$ cat src/rtl/cpu_control_fsm_pkg.sv
// Shared definitions for the 4-bit CPU control path: timing states, opcodes
// and the field layout of the 6-bit instruction word {F, Rx, Ry}.
package cpu_pkg;

  typedef enum logic [1:0] {
    T0 = 2'd0,
    T1 = 2'd1,
    T2 = 2'd2,
    T3 = 2'd3
  } state_t;

  localparam logic [1:0] OP_LOAD = 2'b00;
  localparam logic [1:0] OP_MOVE = 2'b01;
  localparam logic [1:0] OP_ADD  = 2'b10;
  localparam logic [1:0] OP_SUB  = 2'b11;

  localparam int F_HI  = 5;
  localparam int F_LO  = 4;
  localparam int RX_HI = 3;
  localparam int RX_LO = 2;
  localparam int RY_HI = 1;
  localparam int RY_LO = 0;

  // ADD and SUB share the three-step ALU sequence; both have F[1] set.
  function automatic logic is_alu(input logic [1:0] f);
    return f[1];
  endfunction

endpackage

$ cat src/rtl/cpu_control_fsm_if.sv
// Handshake and control-bundle between the instruction source and the
// control sequencer; the sequencer uses the slave view.
interface cpu_control_fsm_if;
  logic       w;
  logic [5:0] Func;
  logic [3:0] Rin;
  logic [3:0] Rout;
  logic       Extern;
  logic       Gout;
  logic       Ain;
  logic       Gin;
  logic       AddSub;
  logic       Done;

  modport master (
    output w, Func,
    input  Rin, Rout, Extern, Gout, Ain, Gin, AddSub, Done
  );

  modport slave (
    input  w, Func,
    output Rin, Rout, Extern, Gout, Ain, Gin, AddSub, Done
  );
endinterface

$ cat src/rtl/cpu_control_fsm_dec2to4.sv
// 2-to-4 one-hot decoder with enable; all outputs low when disabled.
module dec2to4 (
  input  logic       en,
  input  logic [1:0] sel,
  output logic [3:0] y
);

  always_comb begin
    y = 4'b0000;
    if (en) y[sel] = 1'b1;
  end

endmodule

$ cat src/rtl/cpu_control_fsm.sv
// Control sequencer for the 4-bit CPU: latches an instruction on w in T0 and
// walks T1..T3 driving register enables, ALU controls and bus drive enables.
module cpu_control_fsm
  import cpu_pkg::*;
(
  input logic              Clock,
  input logic              Resetn,
  cpu_control_fsm_if.slave bus
);

  state_t     state, state_nxt;
  logic [5:0] ir;
  logic [1:0] f, rx, ry;

  logic rin_en, rout_rx, rout_ry;
  logic extern_en, gout_en, ain_en, gin_en, addsub, done;
  logic [3:0] rx_oh, ry_oh;

  assign f  = ir[F_HI:F_LO];
  assign rx = ir[RX_HI:RX_LO];
  assign ry = ir[RY_HI:RY_LO];

  always_ff @(posedge Clock or negedge Resetn) begin
    if (!Resetn) state <= T0;
    else         state <= state_nxt;
  end

  always_ff @(posedge Clock or negedge Resetn) begin
    if (!Resetn)                    ir <= 6'd0;
    else if (state == T0 && bus.w)  ir <= bus.Func;
  end

  always_comb begin
    state_nxt = state;
    rin_en    = 1'b0;
    rout_rx   = 1'b0;
    rout_ry   = 1'b0;
    extern_en = 1'b0;
    gout_en   = 1'b0;
    ain_en    = 1'b0;
    gin_en    = 1'b0;
    addsub    = 1'b0;
    done      = 1'b0;
    unique case (state)
      T0: if (bus.w) state_nxt = T1;
      T1: begin
        if (is_alu(f)) begin
          state_nxt = T2;
          rout_rx   = 1'b1;
          ain_en    = 1'b1;
        end else begin
          state_nxt = T0;
          rin_en    = 1'b1;
          done      = 1'b1;
          if (f == OP_LOAD) extern_en = 1'b1;
          else              rout_ry   = 1'b1;
        end
      end
      T2: begin
        state_nxt = T3;
        rout_ry   = 1'b1;
        gin_en    = 1'b1;
        addsub    = f[0];
      end
      T3: begin
        state_nxt = T0;
        gout_en   = 1'b1;
        rin_en    = 1'b1;
        done      = 1'b1;
      end
      default: state_nxt = T0;
    endcase
  end

  // Rx never feeds Rin and Rout in the same state, so one Rx decoder serves both.
  dec2to4 u_dec_rx (
    .en  (rin_en | rout_rx),
    .sel (rx),
    .y   (rx_oh)
  );

  dec2to4 u_dec_ry (
    .en  (rout_ry),
    .sel (ry),
    .y   (ry_oh)
  );

  assign bus.Rin    = rx_oh & {4{rin_en}};
  assign bus.Rout   = (rx_oh & {4{rout_rx}}) | ry_oh;
  assign bus.Extern = extern_en;
  assign bus.Gout   = gout_en;
  assign bus.Ain    = ain_en;
  assign bus.Gin    = gin_en;
  assign bus.AddSub = addsub;
  assign bus.Done   = done;

endmodule

$ cat src/flat_wrapper.sv
// flat-port wrapper written by rule: the top's interface ports become plain ports
module cpu_control_fsm_flat import cpu_pkg::*;
  (Clock, Resetn, bus_w, bus_Func, bus_Rin, bus_Rout, bus_Extern, bus_Gout, bus_Ain, bus_Gin, bus_AddSub, bus_Done);
  cpu_control_fsm_if bus_i ();
  input logic Clock;
  input logic Resetn;
  input wire logic [$bits(bus_i.w)-1:0] bus_w;
  input wire logic [$bits(bus_i.Func)-1:0] bus_Func;
  output wire logic [$bits(bus_i.Rin)-1:0] bus_Rin;
  output wire logic [$bits(bus_i.Rout)-1:0] bus_Rout;
  output wire logic [$bits(bus_i.Extern)-1:0] bus_Extern;
  output wire logic [$bits(bus_i.Gout)-1:0] bus_Gout;
  output wire logic [$bits(bus_i.Ain)-1:0] bus_Ain;
  output wire logic [$bits(bus_i.Gin)-1:0] bus_Gin;
  output wire logic [$bits(bus_i.AddSub)-1:0] bus_AddSub;
  output wire logic [$bits(bus_i.Done)-1:0] bus_Done;
  assign bus_i.w = bus_w;
  assign bus_i.Func = bus_Func;
  assign bus_Rin = bus_i.Rin;
  assign bus_Rout = bus_i.Rout;
  assign bus_Extern = bus_i.Extern;
  assign bus_Gout = bus_i.Gout;
  assign bus_Ain = bus_i.Ain;
  assign bus_Gin = bus_i.Gin;
  assign bus_AddSub = bus_i.AddSub;
  assign bus_Done = bus_i.Done;
  cpu_control_fsm u_core (.Clock(Clock), .Resetn(Resetn), .bus(bus_i));
endmodule
$ cat config.mk
export PLATFORM = sky130hd
export DESIGN_NAME = cpu_control_fsm_flat
export DESIGN_NICKNAME = d
export VERILOG_FILES = /design/src/rtl/cpu_control_fsm_pkg.sv /design/src/rtl/cpu_control_fsm_if.sv /design/src/rtl/cpu_control_fsm_dec2to4.sv /design/src/rtl/cpu_control_fsm.sv /design/src/flat_wrapper.sv
export SDC_FILE = /design/constraint.sdc
export NUM_CORES = 1
export LEC_CHECK = 0
export ABC_AREA = 0
export CELL_PAD_IN_SITES_DETAIL_PLACEMENT = 0
export CELL_PAD_IN_SITES_GLOBAL_PLACEMENT = 2
export CORE_MARGIN = 2
export CORE_UTILIZATION = 23
export DETAILED_ROUTE_END_ITERATION = 16
export HOLD_SLACK_MARGIN = 0.15
export PLACE_DENSITY_LB_ADDON = 0.1
export SLEW_MARGIN = 40
export SYNTH_ARGS = -nofsm -noshare
export SYNTH_HDL_FRONTEND = slang
export SYNTH_SLANG_ARGS = --single-unit
$ cat constraint.sdc
create_clock -name Clock -period 1.95 [get_ports Clock]
set_input_delay 0.39 -clock Clock [delete_from_list [all_inputs] [get_ports Clock]]
set_output_delay 0.39 -clock Clock [all_outputs]
set_load 0.005 [all_outputs]
==> flow_summary.yaml <==
detailed_routing:
  drt_iter0_markers: 4
  wire_per_inst_um: 11.3
  detail-route-antenna-nets: 0
  vias: 504
  routed_via_density: 4.34
  firstDrtPassIters: 2
  drc_errors: 0
  wirelength_um: 1310
timing:
  hold_violations: 0
  drv_slew: 0
  worst_slew_pin_slew_ns: 0.344
  fin_skew_ns: 0.000788
  finalWorstSetupSlack_ns: -0.0148
  fmax_ghz: 0.509
  rsz0062_at_grt: "true"
  fin_crit_ns: 1.96
  slew_headroom_pct: 77.0
  post-route-period-util_pct: 101
  report.final.setup_viol: 1
power_and_ir_drop:
  worst_ir_drop_vdd_uv: 777
  power.switching_uw: 547
  clkPwrFrac_pct: 8.5
  seqPwrFrac_pct: 27.6
  power.density_nw_per_um2: 1430
  swShare_pct: 39.4
  pwr-share-comb_pct: 63.9
  internal-power_uw: 843
  power_leakage_uw: 0.000443
run:
  cap_viol_max_count: 0
clocking:
  cts_tree: "built"
  cts_buffer_depth: 2
  cts_made_buffers: 3
  htreeDepth: 1
  clk_latency_ns: 0.24
  cts.sinks: 8
  clkTransAtPathRegs_ns: 0.05
  cts-root-buf: "clkbuf_4"
  hold_buffers: 0
layout:
  fin_area_um2: 970
  antenna_cells: 0
  regArea_um2: 201
  nets: 105
  drive_gt1_share_pct: 48.9
  syn2layout_area_growth_pct: 76.5
  multi_input_area_um2: 428
  fill_cells: 222
  finish.utilization_pct: 43.4
logic_synthesis:
  yosysMostFrequentCell: "dfrtp_1"
  synth.top_cell.area_share_pct: 36.4
  syn_nets: 71
  synth_top_cells_by_area: "dfrtp_1, ha_1, mux2_2"
  synthArstFlopShare_pct: 100
  syn_inst: 56
  ys_top_cells_by_count: "dfrtp_1, ha_1, mux2_2"
  ys_types: 23
  yosysWarningCount: 0
  synth-seq-cells: 8
  syn_area_um2: 549
  synth.largest_area_cell: "dfrtp_1"
  synth-main-ff-cell: "dfrtp_1"
  ys_seq_area_share_pct: 36.4
  synth_edf_count: 0
  syn_avg_cell_area_um2: 9.81
grt:
  grt_usage_pct: 9.77
  grt_overflow: 0
  first_global_vias: 458
  grt_max_degree: 10
  antenna_found_initial: 0
  grt_first_pass_wirelength_um: 1990
floorplan:
  die-width_um: 52.9
  die_h_um: 52.9
  initial_core_util_pct: 24.6
  fp-row-count: 17
  design.core.area_um2: 2230
  pin_count: 23
  dieArea_um2: 2800
critical_path:
  path_buf_inv: 1
  crit_cells: 5
  cp_max_fo: 4
  required_ns: 1.56
  rr_worst_depth: 6
  cp_top_family: "flip-flops"
  cp_slowest_cell: "dfrtp_2"
  crit_type: "flop to output pin"
  cp_data_arrival_time_ns: 1.57
  setup.worst_path.end_class: "output pin"
  cpPeakStageDelay_ns: 0.44
  path_cells: "ha_4 -> and3b_2 -> o21ai_4 -> o21ai_1 -> dlygate4sd2_1"
  cp-start-kind: "flop"
place:
  place.gp.congestion: 0.688
  io_buffers: 22
  place_area_um2: 836
  dp_hpwl_um: 951
hold_path:
  hold_path_class: "input pin to asynchronous set/reset pin"
outcome:
  violations: "setup timing"
  status: "complete, but fails checks"
## final cells by class
type / count / area share [%]
multi-input combinational: 41 / 44.1
sequential: 8 / 20.8
clock buffer: 3 / 2.32
timing repair buffer: 32 / 27.4
tap: 28 / 3.61
inverter: 4 / 1.81
## what timing repair did
action / 4_1_cts / 5_1_grt
resized for setup: 34 / 25
pin swaps: 1 / 3
setup endpoints to repair: 13 / 11
setup buffers: 2 / 3
cloned: 0 / 0
## final timing paths
kind,startpoint,endpoint,slack (ns)
min in group Clock,u_core.ir[4],u_core.ir[4],0.60
max,u_core.state[0],bus_Rout[2],-0.01
max in group asynchronous,Resetn,u_core.state[0],1.26
min,Resetn,u_core.ir[3],0.42
min reg2reg,u_core.ir[4],u_core.ir[4],0.60
max reg2reg,u_core.state[0],flop,0.43
## per-layer routing
metal	share of wire [%]	up-vias	GRT usage [%]
li1	-	254	-
met1	46	234	12.3
met2	48	14	16.3
met3	5.6	2	1.13
met4	0.92	0	5.13
met5	0	-	0
## worst register-to-register path: stages, from the launching register on
cell     delay (ns)
dfrtp_2        0.44
buf_4          0.16
inv_4          0.08
ha_4           0.14
nor2b_1        0.21
nor2_1         0.08
mux2_4         0.31
## metrics by stage
stage | total power, µW | instances | hold slack (ns) | setup WS (ns) | TNS, ns
6_report | 1390 | 116 | 0.418 | -0.0148 | -0.0148
5_1_grt | 1510 | 116 | 0.435 | -0.0950 | -0.0950
4_1_cts | 1210 | 114 | 0.424 | -0.102 | -0.480
2_1_floorplan | 717 | 56 | 0.0944 | 0.421 | 0
3_3_place_gp | 1070 | 109 | 0.565 | -0.0700 | -0.309
3_5_place_dp | 1060 | 109 | 0.564 | -0.112 | -0.393
## cells in the final DEF (no fill, tap or decap), types with 2 or more instances in the layout
cell / n
ha_4: 5
nand3b_1: 2
nor3b_2: 3
buf_2: 4
nand2b_1: 2
buf_6: 2
inv_1: 2
clkbuf_4: 3
dfrtp_1: 7
clkdlybuf4s50_1: 9
o21ai_1: 3
nand2_1: 4
buf_4: 8
nor3_1: 2
dlygate4sd2_1: 4
mux2_2: 6
clkbuf_2: 3
nor2_1: 3
## cells by family (layout without fill, tap and decap cells)
family / after synthesis / in the layout / synth area share (%)
buffers and inverters: 7 / 39 / 5.24
AOI/OAI and AO/OA: 7 / 7 / 7.74
muxes: 7 / 7 / 15.0
adders and majority gates: 6 / 6 / 13.7
DFF: 8 / 8 / 36.4
and+or+nand+nor: 21 / 21 / 21.9
## power by group through the flow
stage                     Sequential [µW]  Combinational (µW)  Clock [µW]
after floorplan                       303                 414           0
after global placement                367                 701           0
after detailed placement              364                 696           0
after CTS                             365                 716         126
after global routing                  399                 980         129
final                                 383                 889         118
(Power assumes the default switching activity.)
